## src/rtl/seq_alu_booth.sv

```systemverilog
// seq_alu_booth: registered MIPS-style ALU with valid/ready handshake and a
// multi-cycle radix-2 Booth signed multiplier producing a 2*WIDTH product.
module seq_alu_booth #(
  parameter int WIDTH   = 32,
  parameter int SHAMT_W = 5
) (
  input  logic               clk,
  input  logic               rst_n,
  input  logic               in_valid,
  output logic               in_ready,
  input  logic [3:0]         ALUCnt,
  input  logic [WIDTH-1:0]   input1,
  input  logic [WIDTH-1:0]   input2,
  input  logic [SHAMT_W-1:0] Shamt,
  output logic               out_valid,
  output logic [WIDTH-1:0]   result,
  output logic [WIDTH-1:0]   result_hi,
  output logic               Zero
);
  typedef enum logic [1:0] {IDLE, MUL, DONE} state_t;
  state_t state_q, state_d;
  logic               pend_q, pend_d;
  logic [3:0]         op_q, op_d;
  logic [WIDTH-1:0]   a_q, a_d, b_q, b_d;
  logic [SHAMT_W-1:0] sh_q, sh_d, cnt_q, cnt_d;
  logic [WIDTH:0]     acc_q, acc_d, m_q, m_d, acc_sum;
  logic [WIDTH-1:0]   mq_q, mq_d;
  logic               qm1_q, qm1_d;
  logic               out_valid_q, out_valid_d, zero_q, zero_d;
  logic [WIDTH-1:0]   result_q, result_d, result_hi_q, result_hi_d, alu_r;
  assign in_ready  = state_q == IDLE;
  assign out_valid = out_valid_q;
  assign result    = result_q;
  assign result_hi = result_hi_q;
  assign Zero      = zero_q;
  always_comb begin
    alu_r = '0;
    case (op_q)
      4'd0: alu_r = a_q & b_q;
      4'd1: alu_r = a_q | b_q;
      4'd2: alu_r = a_q + b_q;
      4'd3: alu_r = b_q << sh_q;
      4'd4: alu_r = b_q >> sh_q;
      4'd5: alu_r = a_q - b_q;
      4'd6: alu_r = {{(WIDTH-1){1'b0}}, $signed(a_q) < $signed(b_q)};
      4'd7: alu_r = ~(a_q | b_q);
      4'd9: alu_r = $signed(b_q) >>> sh_q;
      default: alu_r = '0;
    endcase
  end
  // Booth recoding of {Q[0],Q_-1}: 01 adds M, 10 subtracts M
  assign acc_sum = ({mq_q[0], qm1_q} == 2'b01) ? acc_q + m_q :
                   ({mq_q[0], qm1_q} == 2'b10) ? acc_q - m_q : acc_q;
  always_comb begin
    state_d     = state_q;
    pend_d      = 1'b0;
    op_d        = op_q;
    a_d         = a_q;
    b_d         = b_q;
    sh_d        = sh_q;
    cnt_d       = cnt_q;
    acc_d       = acc_q;
    m_d         = m_q;
    mq_d        = mq_q;
    qm1_d       = qm1_q;
    out_valid_d = 1'b0;
    result_d    = result_q;
    result_hi_d = result_hi_q;
    zero_d      = zero_q;
    if (in_valid && in_ready) begin
      op_d   = ALUCnt;
      a_d    = input1;
      b_d    = input2;
      sh_d   = Shamt;
      pend_d = ALUCnt != 4'd8;
    end
    if (pend_q) begin
      out_valid_d = 1'b1;
      result_d    = alu_r;
      result_hi_d = '0;
      zero_d      = alu_r == '0;
    end
    case (state_q)
      IDLE: if (in_valid && ALUCnt == 4'd8) begin
        state_d = MUL;
        acc_d   = '0;
        m_d     = {input1[WIDTH-1], input1};
        mq_d    = input2;
        qm1_d   = 1'b0;
        cnt_d   = '0;
      end
      MUL: begin
        acc_d   = {acc_sum[WIDTH], acc_sum[WIDTH:1]};
        mq_d    = {acc_sum[0], mq_q[WIDTH-1:1]};
        qm1_d   = mq_q[0];
        cnt_d   = cnt_q + 1'b1;
        state_d = (cnt_q == SHAMT_W'(WIDTH-1)) ? DONE : MUL;
      end
      DONE: begin
        state_d     = IDLE;
        out_valid_d = 1'b1;
        result_d    = mq_q;
        result_hi_d = acc_q[WIDTH-1:0];
        zero_d      = ~|{acc_q[WIDTH-1:0], mq_q};
      end
      default: state_d = IDLE;
    endcase
  end
  always_ff @(posedge clk or negedge rst_n) begin
    if (!rst_n) begin
      state_q     <= IDLE;
      pend_q      <= 1'b0;
      op_q        <= '0;
      a_q         <= '0;
      b_q         <= '0;
      sh_q        <= '0;
      cnt_q       <= '0;
      acc_q       <= '0;
      m_q         <= '0;
      mq_q        <= '0;
      qm1_q       <= 1'b0;
      out_valid_q <= 1'b0;
      result_q    <= '0;
      result_hi_q <= '0;
      zero_q      <= 1'b0;
    end else begin
      state_q     <= state_d;
      pend_q      <= pend_d;
      op_q        <= op_d;
      a_q         <= a_d;
      b_q         <= b_d;
      sh_q        <= sh_d;
      cnt_q       <= cnt_d;
      acc_q       <= acc_d;
      m_q         <= m_d;
      mq_q        <= mq_d;
      qm1_q       <= qm1_d;
      out_valid_q <= out_valid_d;
      result_q    <= result_d;
      result_hi_q <= result_hi_d;
      zero_q      <= zero_d;
    end
  end
endmodule

```

## config.mk

```make
export PLATFORM = sky130hd
export DESIGN_NAME = seq_alu_booth
export DESIGN_NICKNAME = d
export VERILOG_FILES = /design/src/rtl/seq_alu_booth.sv
export SDC_FILE = /design/constraint.sdc
export NUM_CORES = 1
export LEC_CHECK = 0
export BUFFER_PORTS_ARGS = -buffer_cell sky130_fd_sc_hd__buf_4
export CORE_ASPECT_RATIO = 0.7
export CORE_MARGIN = 8
export CORE_UTILIZATION = 40
export CTS_CLUSTER_DIAMETER = 80
export CTS_CLUSTER_SIZE = 12
export DETAILED_ROUTE_END_ITERATION = 10
export GPL_TIMING_DRIVEN = 0
export PLACE_DENSITY = 0.6
export SETUP_SLACK_MARGIN = 0.4
export SYNTH_ARGS = -nofsm -noshare
export SYNTH_HDL_FRONTEND = slang
export SYNTH_SLANG_ARGS = --single-unit
```

## constraint.sdc

```tcl
create_clock -name clk -period 4.1 [get_ports clk]
set_clock_uncertainty 0.2 [all_clocks]
set_input_delay 0.82 -clock clk [delete_from_list [all_inputs] [get_ports clk]]
set_output_delay 0.82 -clock clk [all_outputs]
set_load 0.05 [all_outputs]
```

# Yosys cells after proc, flatten, opt, wreduce, memory -nomap -nowiden
# Index checks and enable logic that the tools add are counted.
# classes
addsub	5
n_mul	0
div_mod_pow	0
magnitude_cmp	1
n_eq_ne	16
shifts	3
n_mux	23
bitwise_logic	3
reduce_logical	11
# ops
cell	n
$pmux W32 S9	1
$mux W32	5
$mux W33	3
$pmux W33 S2	1
$pmux W32 S2	1
$reduce_or A64 Y1	1
$add A33 B33 Y33	1
$sub A33 B33 Y33	1
$add A32 B32 Y32	1
$and A32 B32 Y32	1
$logic_not A32 Y1	1
$lt A32 B32 Y1	1
$not A32 Y32	1
$or A32 B32 Y32	1
$shl A32 B5 Y32	1
$shr A32 B5 Y32	1
$sshr A32 B5 Y32	1
$sub A32 B32 Y32	1
$eq A4 B3 Y1 const B	4
$pmux W5 S2	1
$eq A4 B2 Y1 const B	2
$eq A4 B4 Y1 const B	2
$mux W1	6
$add A5 B1 Y5 const B	1
16 further kinds	22
# totals
regBits	245
latch_bits	0
ram_bits	0
mem_bits_ro	0
in_bits	76
out_inout_bits	67
elab_cells	77
memories	0

# Longest topological paths before layout
# depth
word_depth	6
mapped_depth	18
mapped_depth_nobuf	16

# Worst setup path after synthesis
# Ideal clock, no wire load.
# synth_path
kind	reg2reg
start	register b_q[12]
end	register zero_q (netlist: Zero)
setup_time_ps	64
arrival_ps	3779
required_time_ps	3836
slack_ps	57
stages_incl_launch_ff	17
n_path_buf	2
period_less_slack_ps	4043
path_cell_list	dfrtp_1 > clkbuf_1 > inv_1 > ha_1 > clkbuf_1 > a21oi_1 > nand3_1 > a211oi_1 > or4b_2 > a31oi_1 > xnor2_1 > nor2_1 > a311oi_1 > nand4_1 > nor4b_2 > and3_1 > a21o_1
# synth_via
elab_chain_cells	6
elab_cells_between_ends	13
classes_between	add/sub (2); order compare (1); shift (3); mux (3); bitwise (3); reduce/logical (1)
# synth_lines
element	line_no	text
from (decl)	24	logic [WIDTH-1:0] a_q, a_d, b_q, b_d;
from (signal assigned)	115	b_q <= '0;
from (signal assigned)	131	b_q <= b_d;
parallel branches: the longest is 2 deep, another holds $sub A32 B32 Y32	-	
$pmux W32 S9 (*)	38	case (op_q)
$logic_not A32 Y1 (*)	81	zero_d = alu_r == '0;
$mux W1 (*)	77	if (pend_q) begin
$mux W1 (*)	83	case (state_q)
to (signal assigned)	141	zero_q <= zero_d;
to (decl)	29	logic out_valid_q, out_valid_d, zero_q, zero_d;
# Mark *: on every way between the ends. The select of a mux whose other input is x is not followed.
# A chain may end at the register's enable or synchronous reset.

# Final worst setup path
# layout_path
start	register b_q[14]
end	register zero_q (netlist: Zero)
# Same word-level chain as after synthesis.

==> impl_metrics.json <==
{
  "status": "finished, violations left",
  "violations": "max-capacitance violations, max-slew violations, negative setup slack",
  "cp_max_fo": 6,
  "period_minus_slack_ns": 4.57,
  "setup_viol": 7,
  "synth-edff-count": 0,
  "grt_util_met1": 0.586,
  "synth.cell_area_um2": 24500,
  "first_pass_iters": 7,
  "grt_busiest_layer": "met1",
  "die_w_um": 312,
  "use_met2": 0.499,
  "gr-total-overflow": 0,
  "async_flop_share": 1.00,
  "yosys.area.top_type": "dfrtp_1",
  "syn_nets": 3270,
  "ys_seq_area_frac": 0.250,
  "wire_per_inst_um": 35.8,
  "clockRootBuffer": "clkbuf_16",
  "grt_pass1_vias": 26600,
  "numPortBuffers": 142,
  "clk_latency_ns": 0.58,
  "wl_um": 149000,
  "fp.dieH_um": 223,
  "pin_count": 143,
  "vias": 29300,
  "rsz0062_at_grt": "yes",
  "syn2layout_area_growth_pct": 27.4,
  "grtUsageTotal": 0.403,
  "dieArea_um2": 69400,
  "setup_ws_ns": -0.468,
  "drtIter0Drc": 5205,
  "crit_path_cell_trace": "buf_8, clkinvlp_4, ha_4, or4_4, or4_4, o31a_1, a21oi_2, o21ai_2, a21oi_2, and4_1, nand4_1, nor4b_4, and3_1, a21o_1",
  "drv_slew": 6,
  "period_share": 1.11,
  "synth_cell_type_count": 99,
  "rows": 75,
  "layout-drive-gt1-share": 0.287,
  "clock_sinks": 244,
  "critPathKind": "reg -> reg",
  "yosys_warnings": 0,
  "cp-start-kind": "flip-flop",
  "final_hold_viol_count": 0,
  "core-area_um2": 60200,
  "grt_max_degree": 109,
  "crit_arrival_ns": 4.88,
  "relSlewSlack": -0.117,
  "cp-end-kind": "flip-flop",
  "cp.required_ns": 4.42,
  "grt_pass1_wl_um": 205000,
  "setup_tns_ns": -1.59,
  "final_cell_count_no_fill": 4175,
  "max_cap_violations": 2,
  "place_hpwl_um": 116000,
  "hp-class": "in -> reg",
  "htree_levels": 1,
  "synth_cells": 3025,
  "cts_buffer_depth": 3,
  "synth_area_leaders": "dfrtp_1 (25%), ha_1 (8.4%), o21ai_0 (7.2%), mux4_2 (6.3%), nand2_1 (5.9%)",
  "drc": 0,
  "use_met3": 0.222,
  "synth_top_area_share": 0.250,
  "antenna_found_initial": 14,
  "cts_tree": "built",
  "finalNetCount": 3599,
  "clkTransAtPathRegs_ns": 0.07,
  "antenna_left": 0,
  "avgSynthCellArea_um2": 8.08,
  "placed_cells": 3980,
  "post-place-ws_ns": -1.71,
  "routed_via_density": 7.03,
  "max_stage_delay_ns": 0.55,
  "gp_congestion": 1.07,
  "max_freq_ghz": 0.219,
  "synthFlopType": "dfrtp_1",
  "ys_ff_latch": 244,
  "cts_buffers": 26,
  "critical_path.slowest_cell": "or4_4",
  "initial_core_util": 0.407,
  "tightest_slew_ns": 1.66
}
==> routing by layer <==
layer  vias up  share of wire
met1     14600           0.42
met3       359           0.18
met4        18          0.034
met5         -         0.0022
met2      2559           0.36
li1      11800              -
==> repair_timing <==
action	CTS	global route
hold buffers	1	0
endpoints found under the hold margin	44	0
setup buffers	81	71
pin swaps	81	115
endpoints found under the setup margin	48	42
cloned	0	1
resized for setup	423	269
==> per-stage QoR <==
step / utilization / hold slack, ns / instance area, um^2
6_report: 0.518 / 0.260 / 31100
5_1_grt: 0.517 / 0.278 / 31100
4_1_cts: 0.495 / 0.251 / 29700
3_5_place_dp: 0.445 / 0.305 / 26800
3_3_place_gp: 0.444 / 0.287 / 26700
2_1_floorplan: - / 0.265 / 24600
==> worst max-delay path: cells and delay by family, from the launching register on <==
kind,cells,cell delay (ns)
buffers and inverters,2,0.32
flip-flops,1,0.44
AND/OR/NAND/NOR,6,2.07
adder cells (fa/ha/maj),1,0.27
AO/OA/AOI/OAI,5,1.21
==> final cells by class <==
cell class              count  area (um^2)
repair buffers            301         2350
clock buffers              29          693
plain buffers             251         1770
inverters                 170          691
clock inverters             4         36.3
well taps                 808         1010
diodes                      8         20.0
flip-flops and latches    244         6160
multi-input cells        2360        18400
fillers                  5618        29000
==> path summary, 6_finish.rpt <==
path,startpoint,end,slack [ns],cells after the start
worst max register to register,b_q[14],Zero,-0.47,14
max in group asynchronous,rst_n,sh_q[3],1.71,4
worst min register to register,cnt_q[2],cnt_q[2],0.32,1
worst max-delay path,b_q[14],Zero,-0.47,14
worst min-delay path,Shamt[0],sh_q[0],0.26,3
min in group asynchronous,rst_n,acc_q[23],0.53,2
==> cell usage in the layout (no fill, tap or decap), types with 30 or more instances in the layout <==
master	netlist	routed
o211ai_1	45	45
nand2b_1	61	61
clkbuf_1	162	93
clkbuf_16	0	35
a21o_1	38	37
buf_4	21	315
nor4_1	34	30
nand2_1	382	370
mux2i_1	98	82
buf_6	6	35
mux2_2	58	57
nor2_1	205	188
inv_1	168	146
o21ai_0	353	296
clkbuf_2	1	31
ha_1	165	136
dfrtp_2	0	43
o21ai_1	4	45
a21oi_1	174	140
mux4_2	68	68
dfrtp_1	244	201
nor3_1	48	36
nand3_1	70	67
==> synth_stat cells (16+ instances only) <==
cell and instances:
clkbuf_1 162, o21ai_0 353, nand3_1 70, ha_1 165, and3_1 16, a21oi_1 174, buf_1 28, mux4_2 68
nand4_1 18, o221ai_1 22, o211ai_1 45, nor4_1 34, mux2i_1 98, nor3_1 48, nor2_1 205, o21bai_1 21
a221oi_1 21, a211oi_1 33, mux2_2 58, inv_1 168, a22oi_1 30, nand2_1 382, buf_2 32, nand2b_1 61
o31ai_1 22, buf_4 21, o22ai_1 21, a31oi_1 29, dfrtp_1 244, a21o_1 38, nor2b_1 23
==> cell families (layout without fill, tap and decap cells) <==
logic type               count (synthesis)  count (layout)  share of synthesized area
buffers and inverters                  421             755                     0.0718
flip-flops                             244             244                      0.250
XOR/XNOR                                16              16                    0.00573
other                                    0               8                          0
adder cells (fa/ha/maj)                169             169                     0.0877
multiplexers                           231             231                      0.137
AND/OR/NAND/NOR                        946             946                      0.181
AO/OA/AOI/OAI                          998             998                      0.267
==> sequential cells by signal, summed over array words and instances, names as in the netlist <==
register,cells
a_q,32
acc_q,32
b_q,32
m_q,32
mq_q,32
result,32
result_hi,32
cnt_q,5
sh_q,5
op_q,4
state_q,2
Zero,1
out_valid,1
pend_q,1
qm1_q,1
Power is not shown: default switching activity piles up to over one toggle a cycle in this logic, so the estimate is an artifact.
